[src/rtl/pipe_elastic_chain_if.sv]
// Handshake bundle for pipe_elastic_chain.
//   slave  : the chain side (consumes i_*, drives o_*).
//   master : the producer/consumer environment side.
// Signals:
//   i_valid/i_data/i_halt_tag -> producer offer, o_ready <- chain accepts
//   o_valid/o_data            -> output stage token, i_ready <- consumer accepts
//   i_flush_mask              -> per-stage empty request
//   o_count/o_halt            -> occupancy and sticky halt status
interface pipe_elastic_chain_if #(
  parameter int unsigned NB_DATA   = 32,
  parameter int unsigned NB_STAGES = 4,
  parameter int unsigned NB_CNT    = 4
);
  logic                 i_valid;
  logic [NB_DATA-1:0]   i_data;
  logic                 i_halt_tag;
  logic                 o_ready;
  logic                 o_valid;
  logic [NB_DATA-1:0]   o_data;
  logic                 i_ready;
  logic [NB_STAGES-1:0] i_flush_mask;
  logic [NB_CNT-1:0]    o_count;
  logic                 o_halt;

  modport master (
    output i_valid, i_data, i_halt_tag, i_ready, i_flush_mask,
    input  o_ready, o_valid, o_data, o_count, o_halt
  );

  modport slave (
    input  i_valid, i_data, i_halt_tag, i_ready, i_flush_mask,
    output o_ready, o_valid, o_data, o_count, o_halt
  );
endinterface

[src/rtl/pipe_elastic_chain.sv]
// N-stage elastic pipeline with valid/ready at both ends, single-cycle bubble
// collapsing, per-stage flush, debug clock-enable and a sticky halt raised when
// a halt-tagged token leaves the output stage.
// Ports:
//   i_clk          clock, rising edge
//   i_reset        asynchronous active-low reset
//   i_dunit_clk_en debug clock enable; 0 freezes every register
//   chain_io       handshake bundle (slave modport), see pipe_elastic_chain_if
module pipe_elastic_chain #(
  parameter int unsigned NB_DATA   = 32,
  parameter int unsigned NB_STAGES = 4,
  parameter int unsigned NB_CNT    = 4
) (
  input  logic                       i_clk,
  input  logic                       i_reset,
  input  logic                       i_dunit_clk_en,
  pipe_elastic_chain_if.slave        chain_io
);

  localparam int unsigned L = NB_STAGES - 1;

  logic [NB_STAGES-1:0]              v_q, v_d;
  logic [NB_STAGES-1:0]              h_q, h_d;
  logic [NB_STAGES-1:0][NB_DATA-1:0] d_q, d_d;
  logic                              halted_q, halted_d;
  logic [NB_CNT-1:0]                 cnt_q, cnt_d;

  logic                              en;
  logic                              ready;
  logic                              accept;
  logic [NB_STAGES-1:0]              adv;
  logic [NB_CNT-1:0]                 flushed;

  // Ready chain, evaluated from the output side so a stage can move into a
  // slot that is being vacated in the same cycle.
  always_comb begin
    en     = i_dunit_clk_en & ~halted_q;
    adv    = '0;
    adv[L] = v_q[L] & chain_io.i_ready & en;
    for (int s = int'(L) - 1; s >= 0; s--) begin
      adv[s] = v_q[s] & (~v_q[s+1] | adv[s+1]) & en;
    end
    ready  = en & (~v_q[0] | adv[0]);
    accept = chain_io.i_valid & ready;
  end

  always_comb begin
    v_d      = v_q;
    h_d      = h_q;
    d_d      = d_q;
    halted_d = halted_q;
    flushed  = '0;

    if (accept) begin
      v_d[0] = 1'b1;
      d_d[0] = chain_io.i_data;
      h_d[0] = chain_io.i_halt_tag;
    end else if (adv[0]) begin
      v_d[0] = 1'b0;
    end

    for (int s = 1; s < int'(NB_STAGES); s++) begin
      if (adv[s-1]) begin
        v_d[s] = 1'b1;
        d_d[s] = d_q[s-1];
        h_d[s] = h_q[s-1];
      end else if (adv[s]) begin
        v_d[s] = 1'b0;
      end
    end

    // Flush acts on the post-move contents: a token leaving a masked stage
    // survives downstream, while anything landing in a masked stage is lost.
    for (int s = 0; s < int'(NB_STAGES); s++) begin
      if (en && chain_io.i_flush_mask[s]) begin
        if (v_d[s]) flushed = flushed + NB_CNT'(1);
        v_d[s] = 1'b0;
        d_d[s] = '0;
        h_d[s] = 1'b0;
      end
    end

    if (adv[L] && h_q[L]) halted_d = 1'b1;

    cnt_d = cnt_q + NB_CNT'(accept) - NB_CNT'(adv[L]) - flushed;
  end

  always_ff @(posedge i_clk or negedge i_reset) begin
    if (!i_reset) begin
      v_q      <= '0;
      h_q      <= '0;
      d_q      <= '0;
      halted_q <= 1'b0;
      cnt_q    <= '0;
    end else begin
      v_q      <= v_d;
      h_q      <= h_d;
      d_q      <= d_d;
      halted_q <= halted_d;
      cnt_q    <= cnt_d;
    end
  end

  assign chain_io.o_ready = ready;
  assign chain_io.o_valid = v_q[L] & en;
  assign chain_io.o_data  = d_q[L];
  assign chain_io.o_count = cnt_q;
  assign chain_io.o_halt  = halted_q;

endmodule

[src/flat_wrapper.sv]
// flat-port wrapper written by rule: the top's interface ports become plain ports
module pipe_elastic_chain_flat 
#(
  parameter int unsigned NB_DATA   = 32,
  parameter int unsigned NB_STAGES = 4,
  parameter int unsigned NB_CNT    = 4
)
  (i_clk, i_reset, i_dunit_clk_en, chain_io_i_valid, chain_io_i_data, chain_io_i_halt_tag, chain_io_i_ready, chain_io_i_flush_mask, chain_io_o_ready, chain_io_o_valid, chain_io_o_data, chain_io_o_count, chain_io_o_halt);
  pipe_elastic_chain_if #(.NB_DATA(NB_DATA), .NB_STAGES(NB_STAGES), .NB_CNT(NB_CNT)) chain_io_i ();
  input  logic i_clk;
  input  logic i_reset;
  input  logic i_dunit_clk_en;
  input wire logic [$bits(chain_io_i.i_valid)-1:0] chain_io_i_valid;
  input wire logic [$bits(chain_io_i.i_data)-1:0] chain_io_i_data;
  input wire logic [$bits(chain_io_i.i_halt_tag)-1:0] chain_io_i_halt_tag;
  input wire logic [$bits(chain_io_i.i_ready)-1:0] chain_io_i_ready;
  input wire logic [$bits(chain_io_i.i_flush_mask)-1:0] chain_io_i_flush_mask;
  output wire logic [$bits(chain_io_i.o_ready)-1:0] chain_io_o_ready;
  output wire logic [$bits(chain_io_i.o_valid)-1:0] chain_io_o_valid;
  output wire logic [$bits(chain_io_i.o_data)-1:0] chain_io_o_data;
  output wire logic [$bits(chain_io_i.o_count)-1:0] chain_io_o_count;
  output wire logic [$bits(chain_io_i.o_halt)-1:0] chain_io_o_halt;
  assign chain_io_i.i_valid = chain_io_i_valid;
  assign chain_io_i.i_data = chain_io_i_data;
  assign chain_io_i.i_halt_tag = chain_io_i_halt_tag;
  assign chain_io_i.i_ready = chain_io_i_ready;
  assign chain_io_i.i_flush_mask = chain_io_i_flush_mask;
  assign chain_io_o_ready = chain_io_i.o_ready;
  assign chain_io_o_valid = chain_io_i.o_valid;
  assign chain_io_o_data = chain_io_i.o_data;
  assign chain_io_o_count = chain_io_i.o_count;
  assign chain_io_o_halt = chain_io_i.o_halt;
  pipe_elastic_chain #(.NB_DATA(NB_DATA), .NB_STAGES(NB_STAGES), .NB_CNT(NB_CNT)) u_core (.i_clk(i_clk), .i_reset(i_reset), .i_dunit_clk_en(i_dunit_clk_en), .chain_io(chain_io_i));
endmodule
[config.mk]
export PLATFORM = sky130hd
export DESIGN_NAME = pipe_elastic_chain_flat
export DESIGN_NICKNAME = d
export VERILOG_FILES = /design/src/rtl/pipe_elastic_chain_if.sv /design/src/rtl/pipe_elastic_chain.sv /design/src/flat_wrapper.sv
export SDC_FILE = /design/constraint.sdc
export NUM_CORES = 1
export LEC_CHECK = 0
export CAP_MARGIN = 40
export CORE_MARGIN = 1
export CORE_UTILIZATION = 42
export DETAILED_ROUTE_END_ITERATION = 16
export PLACE_DENSITY_LB_ADDON = 0.2
export SYNTH_ARGS = -nofsm -noshare
export SYNTH_HDL_FRONTEND = slang
export SYNTH_SLANG_ARGS = --single-unit
export TNS_END_PERCENT = 100
[constraint.sdc]
create_clock -name i_clk -period 5.7 [get_ports i_clk]
set_input_delay 0.855 -clock i_clk [delete_from_list [all_inputs] [get_ports i_clk]]
set_output_delay 0.855 -clock i_clk [all_outputs]
set_load 0.05 [all_outputs]
Word level (Yosys, flattened, before mapping) --
Cells that the tools add are included.
Storage, ports and cells: logic and storage cells 83, input port bits 42, bits in registers 141, output and inout bits 39
Cells by class: reduce and logical (&&, ||, !) cells 9, add/subtract/negate cells 6, bitwise gates (word level) 21, muxes and demuxes 36
Operators with widths (count):
- 32-bit 2-to-1 mux | 8
- 4-bit 2-to-1 mux | 7
- 1-bit 2-to-1 mux | 21
- 4-bit by 1-bit adder with 4-bit output (second input constant) | 3
- 1-bit AND | 12
- 2-bit nonzero test | 4
- 1-bit logical AND | 5
- 1-bit inverter | 5
- 4-bit by 1-bit adder with 4-bit output | 1
- 1-bit bitwise OR | 4
- 4-bit by 1-bit subtractor with 4-bit output | 1
- 4-bit subtractor | 1

Longest topological paths before layout --
word-level depth 28, depth in mapped cells 20, gate-level depth less buffers 19

Worst setup path after synthesis --
Ideal clock, no wire load.
kind in2reg, from input port chain_io_i_ready, to register u_core.cnt_q[3] (netlist: u_core.chain_io.o_count[3]), library setup time 0.080 ns, cell stages on the path 18, required time 5.620 ns, buffers on the path 1, data arrival time 4.239 ns, setup slack 1.381 ns, cell sequence and4b_1 -> buf_6 -> a21o_1 -> nand2_1 -> inv_1 -> ha_1 -> and3_1 -> ha_1 -> mux2_2 -> ha_1 -> mux2i_1 -> fa_1 -> ha_1 -> inv_1 -> fa_1 -> xnor2_1 -> xnor2_1 -> xnor2_1
Between the ends: cells in the longest elaborated chain, start to end 27, elaborated cells between the ends (all ways) 36, classes of those cells add/sub: 6; mux: 16; bitwise: 14
RTL lines:
- from (decl) | line flat_wrapper.sv:16 | input wire logic [$bits(chain_io_i.i_ready)-1:0] chain_io_i_ready;
- 1-bit AND * (2 in series) | line pipe_elastic_chain.sv:39 | adv[L] = v_q[L] & chain_io.i_ready & en;
- 1-bit bitwise OR | line pipe_elastic_chain.sv:41 | adv[s] = v_q[s] & (~v_q[s+1] | adv[s+1]) & en;
- 1-bit AND (2 in series) | line pipe_elastic_chain.sv:41
- 1-bit bitwise OR | line pipe_elastic_chain.sv:41
- 1-bit AND (2 in series) | line pipe_elastic_chain.sv:41
- 1-bit bitwise OR | line pipe_elastic_chain.sv:41
- 1-bit AND (2 in series) | line pipe_elastic_chain.sv:41
- 1-bit bitwise OR | line pipe_elastic_chain.sv:43 | ready = en & (~v_q[0] | adv[0]);
- [8 not listed]
- 4-bit by 1-bit adder with 4-bit output | line pipe_elastic_chain.sv:76 | if (v_d[s]) flushed = flushed + NB_CNT'(1);
- 4-bit 2-to-1 mux | line pipe_elastic_chain.sv:76
- 4-bit 2-to-1 mux | line pipe_elastic_chain.sv:75 | if (en && chain_io.i_flush_mask[s]) begin
- 4-bit by 1-bit adder with 4-bit output | line pipe_elastic_chain.sv:76
- 4-bit 2-to-1 mux | line pipe_elastic_chain.sv:76
- 4-bit 2-to-1 mux | line pipe_elastic_chain.sv:75
- 4-bit subtractor * | line pipe_elastic_chain.sv:85 | cnt_d = cnt_q + NB_CNT'(accept) - NB_CNT'(adv[L]) - flushed;
- via u_core.cnt_d[3] | line pipe_elastic_chain.sv:26 | logic [NB_CNT-1:0] cnt_q, cnt_d;
- to (signal assigned) | line pipe_elastic_chain.sv:100 | cnt_q <= cnt_d;
- to (decl) | line pipe_elastic_chain.sv:26
The timed path passes the listed nets; every way through them passes the cells marked *. A chain may end at the register's enable or synchronous reset.

Final worst setup path --
from input port i_dunit_clk_en, to register u_core.cnt_q[3] (netlist: u_core.chain_io.o_count[3])
Between the ends: cells in the longest elaborated chain, start to end 27, elaborated cells between the ends (all ways) 40, classes of those cells add/sub: 6; mux: 16; bitwise: 14; reduce/logical: 4
RTL lines:
- from (decl) | line flat_wrapper.sv:12 | input logic i_dunit_clk_en;
- 1-bit AND * | line pipe_elastic_chain.sv:37 | en = i_dunit_clk_en & ~halted_q;
- 1-bit AND | line pipe_elastic_chain.sv:39
- 1-bit bitwise OR | line pipe_elastic_chain.sv:41
- 1-bit AND (2 in series) | line pipe_elastic_chain.sv:41
- 1-bit bitwise OR | line pipe_elastic_chain.sv:41
- 1-bit AND (2 in series) | line pipe_elastic_chain.sv:41
- 1-bit bitwise OR | line pipe_elastic_chain.sv:41
- 1-bit AND (2 in series) | line pipe_elastic_chain.sv:41
- [9 not listed]
- 4-bit by 1-bit adder with 4-bit output | line pipe_elastic_chain.sv:76
- 4-bit 2-to-1 mux | line pipe_elastic_chain.sv:76
- 4-bit 2-to-1 mux | line pipe_elastic_chain.sv:75
- 4-bit by 1-bit adder with 4-bit output | line pipe_elastic_chain.sv:76
- 4-bit 2-to-1 mux | line pipe_elastic_chain.sv:76
- 4-bit 2-to-1 mux | line pipe_elastic_chain.sv:75
- 4-bit subtractor * | line pipe_elastic_chain.sv:85
- via u_core.cnt_d[3] | line pipe_elastic_chain.sv:26
Marked as above.

==> results.tsv <==
stage	metric	value	unit
die	num_rows	42	
placement	io_buffers	80	
critical_path	worst_path_max_delay_cell	fa_1	
critical_path	cp-start-kind	input port	
logic_synthesis	synth_fp_nets	495	
logic_synthesis	yosysTopAreaCell	dfrtp_1	
placement	placed_area	6660	µm²
logic_synthesis	synth_area	5810	µm²
clock_tree	numCtsBuffers	17	
sta	hold_violations	0	
critical_path	cp.required	6.04	ns
layout	final_area	7260	µm²
sta	fin_ws	0.955	ns
critical_path	reg2reg_setup_slack	1.44	ns
critical_path	crit_end	u_core.chain_io.o_count[3]$_DFF_PN0_	
placement	place_ws	0.571	ns
logic_synthesis	synth_cell_types	46	
sta	tns	0	ns
logic_synthesis	seq_area_frac_synth	0.607	
route	routed_wl	12.3	mm
grt	grtUsageTotal	0.191	
critical_path	crit_path_end_kind	flop	
layout	finalNonFillerCells	679	
grt	gr-usage-met3	0.0485	
critical_path	crit_type	input port to flop	
power	power.density	346	nW/µm²
grt	antenna_found_initial	0	
sta	min_period	4.75	ns
critical_path	cpMostUsedCell	ha_1	
sta	slew_headroom	0.447	
grt	grt_pass1_vias	3888	
sta	post-route-period-util	0.832	
logic_synthesis	synth_area_leaders	dfrtp_1 61%, a22o_1 20%, buf_4 4.1%, clkbuf_1 1.7%, ha_1 1.3%	
critical_path	r2r-start	u_core.chain_io.o_halt$_DFFE_PN0P_	
critical_path	slowest_delay	0.54	ns
layout	nets	542	
sta	finalMaxSlewViolations	0	
route	drc	0	
logic_synthesis	ys_ff_latch	141	
logic_synthesis	synth_top_area_frac	0.607	
layout	syn2layout_area_growth	25.0	%
die	die_w	120	µm
route	final_antenna_net_count	0	
die	dieArea	14300	µm²
layout	diodes	0	
logic_synthesis	yosys_warnings	0	
critical_path	critPathLaunch	i_dunit_clk_en	
logic_synthesis	synth_cells	444	
run_status	status	finished, final reports clean	
flow_run	cap_violations	0	
clock_tree	cts-root-buf	clkbuf_16	
clock_tree	clkTransAtPathRegs	0.06	ns
power	ir_worst_vdd	0.000158	V
route	drt-initial-drc-count	192	
sta	max_clock_freq	211	MHz
power	leakage	3.41	nW
clock_tree	clkLatencyLatePin	0.42	ns
critical_path	worst-path-stages	17	
clock_tree	ctsResizeCount	0	
die	floorplan.initialDensity	0.435	
logic_synthesis	synth_edf_count	0	
placement	dp.cells	648	
die	die_h	120	µm
critical_path	reg2reg_depth	17	
worst_hold_path	hold_path.class	input port to asynchronous set/reset pin	
critical_path	worstReg2RegEnd	u_core.chain_io.o_count[3]$_DFF_PN0_	
grt	grt_util_met1	0.255	
die	core-area	13300	µm²
clock_tree	cts_tree	yes	
clock_tree	ctsHoldBuffers	0	
critical_path	cp.arrival	5.09	ns
logic_synthesis	async_reset_ff_frac	1.00	
logic_synthesis	synth_ff_type	dfrtp_1	
route	wl_per_cell	18.1	µm
critical_path	cpLargestDelayFamily	adder cells	
placement	hpwl	7.60	mm
grt	grt_use_met2	0.298	
clock_tree	cts_htree_levels	4	
clock_tree	post_cts_buffers	0	
sta	timing.hold.ws	0.452	ns
sta	rsz0062_at_grt	no	
route	drt_pass1_iterations	4	
grt	grt_overflow_total	0	
layout	drive_above_1_share	0.107	
grt	grt_first_pass_wirelength	20.8	mm
die	io_pins	81	
critical_path	crit_chain	clkdlybuf4s50_1 -> nor2b_1 -> a21boi_2 -> nand2b_1 -> ha_1 -> and3_1 -> ha_1 -> mux2_2 -> ha_1 -> mux2i_1 -> fa_1 -> ha_1 -> inv_1 -> fa_1 -> xnor2_1 -> xnor2_1 -> xnor2_1	
grt	grt_max_degree	76	
sta	setup_viol	0	
grt	grt.busiest_layer	met2	
sta	tightest_slew	0.829	ns
critical_path	crit_buf_inv	2	
clock_tree	cts.sink_count	141	
route	num_vias	3771	
placement	gp_congestion	0.914	
logic_synthesis	syn_area_per_cell	13.1	µm²
sta	finalClockSkew	0.00778	ns
clock_tree	cts_buffer_depth	2	
critical_path	cp_max_fo	5	
route	viasPerCell	5.55	
final cells by class:
cell class | count | area [µm²]
inverter | 11 | 41.3
clock buffer | 21 | 460
sequential | 141 | 3530
clock inverter | 10 | 139
timing repair buffer | 91 | 945
tap | 176 | 220
multi-input combinational | 229 | 1930
fill | 1156 | 6080
cells in the mapped netlist (4+ instances only):
| cell type | number |
|---|---|
| buf_2 | 4 |
| a22o_1 | 132 |
| a21oi_1 | 5 |
| buf_4 | 32 |
| inv_1 | 11 |
| a21o_1 | 4 |
| xnor2_1 | 6 |
| nand2b_1 | 4 |
| nor2_1 | 5 |
| o21ai_0 | 5 |
| and2_1 | 4 |
| dfrtp_1 | 141 |
| ha_1 | 6 |
| nand2_1 | 16 |
| clkbuf_1 | 26 |
flip-flops by register name (all words and copies together), names as in the netlist:
signal                   cells
u_core.h_q                   4
u_core.v_q                   4
u_core.d_q                  96
u_core.chain_io.o_halt       1
u_core.chain_io.o_data      32
u_core.chain_io.o_count      4
how the worst min path moves through the flow:
stage                                from                              endpoint  slack (ns)  cells after the start
2_1_floorplan   u_core.h_q[3]$_DFFE_PN0P_    u_core.chain_io.o_halt$_DFFE_PN0P_        0.45                      1
3_3_place_gp   u_core.d_q[23]$_DFFE_PN0P_            u_core.d_q[55]$_DFFE_PN0P_        0.48                      1
3_5_place_dp   u_core.d_q[55]$_DFFE_PN0P_            u_core.d_q[87]$_DFFE_PN0P_        0.48                      1
4_1_cts                           i_reset  u_core.chain_io.o_count[3]$_DFF_PN0_        0.47                      1
5_1_grt                           i_reset  u_core.chain_io.o_count[3]$_DFF_PN0_        0.49                      1
6_report                          i_reset               u_core.v_q[3]$_DFF_PN0_        0.45                      1
where the power goes:
group | switching [mW] | leakage [nW] | internal, mW
Clock | 0.411 | 0.293 | 0.708
Combinational | 0.183 | 1.18 | 0.132
Sequential | 0.0295 | 1.93 | 1.05
Total | 0.623 | 3.41 | 1.89
cell usage in the layout, fill, tap and decap left out, drive strengths merged, types with 3 or more instances in the layout:
cell / count
clkbuf: 21
nor2: 5
a21o: 4
dfrtp: 141
inv: 12
nand2: 16
clkdlybuf4s50: 79
clkinv: 5
o21ai: 10
xnor2: 6
a21oi: 5
fa: 3
nor3: 3
buf: 12
and2: 4
nand2b: 4
bufinv: 3
ha: 6
a22o: 132
metal layers:
| metal | up-vias | wire length, µm |
|---|---|---|
| met5 | - | 0 |
| met4 | 0 | 68 |
| met3 | 7 | 507 |
| met2 | 100 | 5950 |
| met1 | 1940 | 5790 |
| li1 | 1724 | - |
logic make-up (layout without fill, tap and decap cells):
kind of cell,after synthesis,count (layout),synth area share
fa+ha+maj,9,9,0.0233
buf+inv,74,133,0.0706
flops,141,141,0.607
xor+xnor,6,6,0.00904
compound gates,167,167,0.244
simple gates,45,45,0.0418
mux,2,2,0.00366
per-stage QoR:
step	utilization	power, mW
floorplan	-	1.28
CTS	0.544	2.54
global route	0.544	2.62
global placement	0.493	1.39
finish	0.544	2.51
detailed placement	0.499	1.41
Power figures use the tool's default switching activity.
